==> config.mk <==
export PLATFORM = sky130hd
export DESIGN_NAME = apb3_decoder_wd
export DESIGN_NICKNAME = d
export VERILOG_FILES = /design/src/rtl/apb3_decoder_wd.sv
export SDC_FILE = /design/constraint.sdc
export NUM_CORES = 1
export LEC_CHECK = 0
export BUFFER_PORTS_ARGS = -buffer_cell sky130_fd_sc_hd__buf_2
export CAP_MARGIN = 20
export CELL_PAD_IN_SITES_DETAIL_PLACEMENT = 0
export CELL_PAD_IN_SITES_GLOBAL_PLACEMENT = 2
export CORE_AREA = 2 2 182 95
export DETAILED_ROUTE_END_ITERATION = 8
export DIE_AREA = 0 0 184 97
export PLACE_DENSITY = 0.88
export SYNTH_ARGS = -nofsm -noshare
export SYNTH_HDL_FRONTEND = slang
export SYNTH_SLANG_ARGS = --single-unit
==> constraint.sdc <==
create_clock -name clk -period 2.92 [get_ports clk]
set_clock_uncertainty 0.2 [all_clocks]
set_input_delay 0.584 -clock clk [delete_from_list [all_inputs] [get_ports clk]]
set_output_delay 0.584 -clock clk [all_outputs]
set_load 0.01 [all_outputs]
==> src/rtl/apb3_decoder_wd.sv <==
// apb3_decoder_wd: fans one APB3 master out to equal-size slave regions. Unmapped
// addresses get a decode error, and a watchdog aborts stalled transfers with PSLVERR.
module apb3_decoder_wd #(
   parameter int unsigned APB_ADDR_WIDTH_P   = 32,
   parameter int unsigned APB_DATA_WIDTH_P   = 32,
   parameter int unsigned APB_NR_OF_SLAVES_P = 4,
   parameter int unsigned APB_SLAVE_SPAN_P   = 12,
   parameter logic [63:0] APB_BASE_ADDR_P    = 64'h0,
   parameter int unsigned APB_TIMEOUT_P      = 16
) (
   input  logic                                         clk,
   input  logic                                         rst_n,
   input  logic [APB_ADDR_WIDTH_P-1:0]                  apb_paddr_i,
   input  logic                                         apb_psel_i,
   input  logic                                         apb_penable_i,
   input  logic                                         apb_pwrite_i,
   input  logic [APB_DATA_WIDTH_P-1:0]                  apb_pwdata_i,
   output logic [APB_DATA_WIDTH_P-1:0]                  apb_prdata_o,
   output logic                                         apb_pready_o,
   output logic                                         apb_pslverr_o,
   output logic [APB_ADDR_WIDTH_P-1:0]                  slv_paddr_o,
   output logic                                         slv_pwrite_o,
   output logic [APB_DATA_WIDTH_P-1:0]                  slv_pwdata_o,
   output logic                                         slv_penable_o,
   output logic [APB_NR_OF_SLAVES_P-1:0]                slv_psel_o,
   input  logic [APB_NR_OF_SLAVES_P*APB_DATA_WIDTH_P-1:0] slv_prdata_i,
   input  logic [APB_NR_OF_SLAVES_P-1:0]                slv_pready_i,
   input  logic [APB_NR_OF_SLAVES_P-1:0]                slv_pslverr_i,
   output logic                                         decerr_o,
   output logic                                         timeout_o
);

   localparam int unsigned AW    = APB_ADDR_WIDTH_P;
   localparam int unsigned DW    = APB_DATA_WIDTH_P;
   localparam int unsigned NS    = APB_NR_OF_SLAVES_P;
   localparam int unsigned IDX_W = (NS > 1) ? $clog2(NS) : 1;
   localparam int unsigned CNT_W = (APB_TIMEOUT_P > 0) ? $clog2(APB_TIMEOUT_P + 1) : 1;

   localparam logic [AW-1:0]    BASE      = APB_BASE_ADDR_P[AW-1:0];
   localparam logic [CNT_W-1:0] CNT_MAX   = '1;
   localparam logic [CNT_W-1:0] CNT_LIMIT = CNT_W'(APB_TIMEOUT_P);

   typedef enum logic [1:0] {
      IDLE,
      ACCESS,
      ABORT
   } state_t;

   state_t             state_q, state_d;
   logic [IDX_W-1:0]   idx_q, idx_d;
   logic               mapped_q, mapped_d;
   logic [CNT_W-1:0]   cnt_q, cnt_d;

   logic [AW-1:0]      addr_off;
   logic [AW-1:0]      idx_full;
   logic               addr_mapped;
   logic [NS-1:0]      dec_onehot;
   logic [NS-1:0]      sel_onehot;
   logic [DW-1:0]      sel_prdata;
   logic               sel_pready;
   logic               sel_pslverr;
   logic [CNT_W-1:0]   cnt_inc;

   assign slv_paddr_o  = apb_paddr_i;
   assign slv_pwrite_o = apb_pwrite_i;
   assign slv_pwdata_o = apb_pwdata_i;

   assign addr_off    = apb_paddr_i - BASE;
   assign idx_full    = addr_off >> APB_SLAVE_SPAN_P;
   assign addr_mapped = (apb_paddr_i >= BASE) && (idx_full < AW'(NS));
   assign cnt_inc     = (cnt_q == CNT_MAX) ? cnt_q : cnt_q + 1'b1;

   // Live decode for the setup phase, and the mux of the slave latched for the access phase
   always_comb begin
      dec_onehot  = '0;
      sel_onehot  = '0;
      sel_prdata  = '0;
      sel_pready  = 1'b0;
      sel_pslverr = 1'b0;
      for (int k = 0; k < int'(NS); k++) begin
         dec_onehot[k] = addr_mapped && (idx_full == AW'(k));
         if (idx_q == IDX_W'(k)) begin
            sel_onehot[k] = 1'b1;
            sel_prdata    = slv_prdata_i[k*DW +: DW];
            sel_pready    = slv_pready_i[k];
            sel_pslverr   = slv_pslverr_i[k];
         end
      end
   end

   always_comb begin
      state_d       = state_q;
      idx_d         = idx_q;
      mapped_d      = mapped_q;
      cnt_d         = cnt_q;
      slv_psel_o    = '0;
      slv_penable_o = 1'b0;
      apb_prdata_o  = '0;
      apb_pready_o  = 1'b0;
      apb_pslverr_o = 1'b0;
      decerr_o      = 1'b0;
      timeout_o     = 1'b0;

      case (state_q)
         IDLE: begin
            slv_psel_o = apb_psel_i ? dec_onehot : '0;
            if (apb_psel_i && !apb_penable_i) begin
               idx_d    = idx_full[IDX_W-1:0];
               mapped_d = addr_mapped;
               cnt_d    = '0;
               state_d  = ACCESS;
            end
         end
         ACCESS: begin
            if (!apb_psel_i) begin
               state_d = IDLE;
               cnt_d   = '0;
            end else if (mapped_q) begin
               slv_psel_o    = sel_onehot;
               slv_penable_o = apb_penable_i;
               apb_prdata_o  = sel_prdata;
               apb_pready_o  = sel_pready;
               apb_pslverr_o = sel_pslverr;
               if (sel_pready) begin
                  state_d = IDLE;
                  cnt_d   = '0;
               end else begin
                  cnt_d = cnt_inc;
                  // The counter saturates, so a disabled watchdog just holds it at its maximum
                  if ((APB_TIMEOUT_P != 0) && (cnt_inc >= CNT_LIMIT)) begin
                     state_d = ABORT;
                  end
               end
            end else begin
               apb_pready_o  = 1'b1;
               apb_pslverr_o = 1'b1;
               decerr_o      = 1'b1;
               state_d       = IDLE;
            end
         end
         ABORT: begin
            if (apb_psel_i) begin
               apb_pready_o  = 1'b1;
               apb_pslverr_o = 1'b1;
               timeout_o     = 1'b1;
            end
            state_d = IDLE;
            cnt_d   = '0;
         end
         default: begin
            state_d = IDLE;
         end
      endcase

      // Outputs go quiet as soon as reset asserts, even while the master still holds PSEL
      if (!rst_n) begin
         slv_psel_o    = '0;
         slv_penable_o = 1'b0;
         apb_prdata_o  = '0;
         apb_pready_o  = 1'b0;
         apb_pslverr_o = 1'b0;
         decerr_o      = 1'b0;
         timeout_o     = 1'b0;
      end
   end

   always_ff @(posedge clk or negedge rst_n) begin
      if (!rst_n) begin
         state_q  <= IDLE;
         idx_q    <= '0;
         mapped_q <= 1'b0;
         cnt_q    <= '0;
      end else begin
         state_q  <= state_d;
         idx_q    <= idx_d;
         mapped_q <= mapped_d;
         cnt_q    <= cnt_d;
      end
   end

endmodule

# ---- Word level (Yosys, flattened, before mapping)
# Index checks and enable logic that the tools add are counted.
dict set report word_totals {
  reg_bits 10
  input_bits 205
  elab_cells 90
}
dict set report op_classes {
  add_sub_neg 1
  order_cmp 3
  n_eq_ne 12
  mux 56
  reduce_logical 14
}
# cell count
set ops {}
lappend ops {{$mux 32} 8}
lappend ops {{$eq 20x2->1 const B} 2}
lappend ops {{$ge 32x1->1 const B} 1}
lappend ops {{$logic_not 32->1} 1}
lappend ops {{$mux 1} 29}
lappend ops {{$mux 5} 5}
lappend ops {{$eq 20x1->1 const B} 1}
lappend ops {{$lt 20x3->1 const B} 1}
lappend ops {{$mux 4} 4}
lappend ops {{$pmux 5 s3} 1}
lappend ops {{$mux 2} 5}
lappend ops {{$pmux 4 s2} 1}
lappend ops {{$eq 2x2->1 const B} 3}
lappend ops {{$logic_and 1x1->1} 6}
lappend ops {{$add 5x1->5 const B} 1}
lappend ops {{$eq 5x5->1 const B} 1}
lappend ops {{$ge 5x5->1 const B} 1}
lappend ops {{$ne 5x5->1 const B} 1}
lappend ops {{$eq 2x1->1 const B} 2}
lappend ops {{$logic_not 2->1} 2}
lappend ops {{$pmux 1 s2} 2}
lappend ops {{$pmux 2 s2} 1}
lappend ops {{$reduce_and 2->1} 2}
lappend ops {{$ne 3x3->1 const B} 1}
lappend ops {{4 further kinds} 4}

# ---- Logic depth before layout (Yosys ltp)
dict set report logic_depth {
  word_depth 9
  ltp_mapped 7
  depth_no_buf 6
}

# ---- Least setup slack after synthesis
# Ideal clock, no wire load.
dict set report synth_path {
  path_type {input port to output port}
  start {in apb_paddr_i[29]}
  end {out slv_psel_o[1]}
  arrival_time_ps 1983
  slack_ps 153
  path_stages 3
  n_path_buf 0
  cell_sequence {or4_1 > or4_4 > o31ai_1}
}
dict set report synth_between {
  elab_chain_cells 6
  word_cells_on_any_way 8
}
# element line_no
set synth_lines {}
lappend synth_lines {{from (decl)} 13} ;# input logic [APB_ADDR_WIDTH_P-1:0] apb_paddr_i,
lappend synth_lines {{$ge 32x1->1 or $lt 20x3->1 (tied branches)} 70} ;# assign addr_mapped = (apb_paddr_i >= BASE) && (idx_full < AW'(NS));
lappend synth_lines {{$logic_and 1x1->1} 70}
lappend synth_lines {{$logic_and 1x1->1 (*)} 81} ;# dec_onehot[k] = addr_mapped && (idx_full == AW'(k));
lappend synth_lines {{$mux 4 (*)} 106} ;# slv_psel_o = apb_psel_i ? dec_onehot : '0;
lappend synth_lines {{$pmux 4 s2 (*)} 104} ;# case (state_q)
lappend synth_lines {{$mux 4 (*)} 156} ;# if (!rst_n) begin
lappend synth_lines {{to (decl)} 25} ;# output logic [APB_NR_OF_SLAVES_P-1:0] slv_psel_o,
# Mark *: on every way between the ends. The rest lies on a longest branch, timed or not.

# ---- Worst setup path in the final report
dict set report layout_path {
  start {in apb_paddr_i[29]}
  end {out slv_psel_o[2]}
}
# Same word-level chain as after synthesis.

==> flow_metrics.py <==
metrics = {
    "timing": {
        "worstMarginPinSlew_ns": 0.570,
        "tns_ns": 0,
        "maxSlewViolCount": 0,
        "rsz0062_at_grt": "yes",
        "slew_headroom_pct": 62.0,
        "period_minus_slack_ns": 2.92,
        "setup_viol": 0,
        "hold_viol": 0,
        "fin_crit_sh_pct": 100,
        "fmax_mhz": 343,
    },
    "global_routing": {
        "first_global_vias": 2432,
        "grt_max_degree": 26,
        "track_usage_pct": 10.5,
        "grt_pass1_wl_um": 14200,
        "gr-total-overflow": 0,
        "antenna_found_initial": 0,
    },
    "critical_path": {
        "worst-r2r-cell-count": 4,
        "crit_type": "in -> out",
        "r2r-start": "idx_q[0]",
        "rrSetupSlack_ns": 0.67,
        "crit_top_cell": "or4_4",
        "cp_top_family": "simple AND/OR/NAND/NOR gates",
        "max_stage_delay_ns": 0.55,
        "cp_cell_sequence": "buf_6, or4_4, or4_4, o32ai_1, buf_2",
        "r2r-end": "cnt_q[2]",
        "endpoint_kind": "output port",
        "cp.arrival_ns": 2.14,
        "worstPathRequired_ns": 2.14,
        "crit_slowest_cell": "or4_4",
        "crit_buf_inv": 2,
        "critPathMaxFanout": 5,
        "startpoint_type": "input pin",
    },
    "clock_tree": {
        "numCtsBuffers": 3,
        "cts_sinks": 10,
        "cts.htree.levels": 1,
        "clk_pin_slew_ns": 0.04,
        "insertion_delay_ns": 0.24,
        "holdBufCountCts": 0,
        "cts_tree": "built",
        "cts_buffer_depth": 2,
        "ctsRootBufferMaster": "clkbuf_16",
        "cts_setup_buffers": 0,
    },
    "power": {
        "leakage_nw": 1.59,
        "max-vdd-ir-drop_v": 0.000233,
        "power.density_mw_per_mm2": 474,
    },
    "floorplanning": {
        "core_mm2": 0.0161,
        "rows": 33,
        "dieArea_mm2": 0.0178,
        "fp.dieW_um": 184,
        "initial_utilization_pct": 13.9,
        "fp.dieH_um": 97,
        "io_pins": 311,
    },
    "finish": {
        "fillers": 1790,
        "nets": 592,
        "diodes": 0,
        "instances_no_fill": 591,
        "design_area_mm2": 0.00324,
        "final_common_cell": "buf_2",
        "final_cell_mix": "219 x buf_2, 34 x mux4_2, 32 x nor2b_1",
        "drive_above_1_share_pct": 71.9,
        "syn2layout_area_growth_pct": 44.7,
    },
    "drt": {
        "first_pass_iters": 4,
        "via_count": 2467,
        "post-route-drc-count": 0,
        "drt_iter0_drc": 102,
        "ant_nets": 0,
        "wl_met2_um": 3970,
        "met3_wirelength_um": 1050,
        "totalWireLength_um": 9930,
        "highest_layer": "met4",
        "wl_per_cell_um": 16.8,
        "detail_route.vias_per_cell": 4.17,
        "m1WireLength_um": 4890,
    },
    "synth": {
        "synth-async-reset-ratio_pct": 100,
        "syn_area_per_cell_um2": 9.83,
        "netlist_area_mm2": 0.00224,
        "synthCells": 228,
        "synth-seq-cells": 10,
        "synth_cell_types": 36,
        "synth_nets": 438,
        "synth_ff_type": "dfrtp_1",
        "yosys_warnings": 0,
        "synth_edf_count": 0,
        "seq_area_frac_synth_pct": 11.2,
    },
    "worst_hold_path": {
        "hold_path_class": "in -> async",
    },
    "placed_design": {
        "dp_cells": 587,
        "port_buffers": 220,
        "place_area_mm2": 0.00312,
        "gp_congestion": 0.863,
        "dpl.hpwl_um": 8710,
    },
    "run": {
        "cap_violations": 0,
    },
    "status": {
        "outcome": "finished clean",
    },
}
[power by group]
part | leakage (nW) | switching (W) | internal (W)
Combinational | 1.42 | 0.000381 | 0.000611
Sequential | 0.132 | 0.000109 | 0.000159
Clock | 0.0442 | 0.0000720 | 0.000207
Total | 1.59 | 0.000562 | 0.000977
[repair_timing]
action | CTS | global route
setup endpoints to repair | 1 | 4
resized for setup | 2 | 4
endpoints found under the hold margin | 0 | 0
[worst register-to-register path: stages (launching register included)]
cell	delay (ns)
dfrtp_2	0.60
mux4_2	0.62
nor2_1	0.37
nand3_1	0.15
a21oi_1	0.23
[synthesized netlist by cell type (4+ instances only)]
master,n,share of area [%]
a21oi_1,4,0.89
ha_1,5,2.8
nand2_1,7,1.2
dfrtp_1,10,11
nand3_1,7,1.6
nor2_1,8,1.3
o31ai_1,4,1.3
mux4_2,34,34
inv_1,6,1.0
nor2b_1,32,8.9
buf_4,67,22
clkbuf_1,5,0.84
[per-layer routing]
layer	GRT usage [%]	up-vias
met5	0	-
met4	1.17	0
met3	3.20	2
met2	15.1	187
met1	15.6	1188
li1	-	1090
[cell families after synthesis]
group | after synthesis | share of synthesized area (%)
adder cells (fa/ha/maj) | 5 | 2.79
AND/OR/NAND/NOR | 73 | 18.8
flip-flops | 10 | 11.2
multiplexers | 36 | 35.2
AO/OA/AOI/OAI | 21 | 6.81
buffers and inverters | 83 | 25.3
[registers in the layout, summed over array words and instances, names as in the netlist]
name / count
cnt_q: 5
mapped_q: 1
idx_q: 2
state_q: 2
[worst max-delay path by stage]
stage	from	to	slack, ns	cells past startpoint
finish	apb_paddr_i[29]	slv_psel_o[2]	0.0008	5
detailed placement	apb_paddr_i[29]	slv_psel_o[1]	-0.01	5
global placement	apb_paddr_i[29]	slv_psel_o[3]	0.005	5
floorplan	apb_paddr_i[29]	slv_psel_o[1]	0.15	3
CTS	apb_paddr_i[29]	slv_psel_o[1]	0.008	5
global route	apb_paddr_i[28]	slv_psel_o[1]	-0.05	5
[stage by stage]
step                      hold slack, ns  power [W]  setup slack [ns]  utilization, %
after global routing              0.0387    0.00165           -0.0512            20.1
final                             0.0184    0.00154          0.000800            20.1
after detailed placement           0.281    0.00128           -0.0149            19.4
after CTS                         0.0296    0.00156           0.00805            20.0
after global placement             0.277    0.00127           0.00504            19.4
after floorplan                   0.0884    0.00103             0.153               -
[final cells by class]
class                   instances  area, µm²  share of cell area [%]
well taps                     210        263                    8.10
inverters                       6       22.5                   0.694
clock buffers                   4       88.8                    2.74
flip-flops and latches         10        253                    7.79
multi-input cells             135       1450                    44.8
repair buffers                226       1160                    35.9
Note: power is estimated with default switching activity, not from simulation.
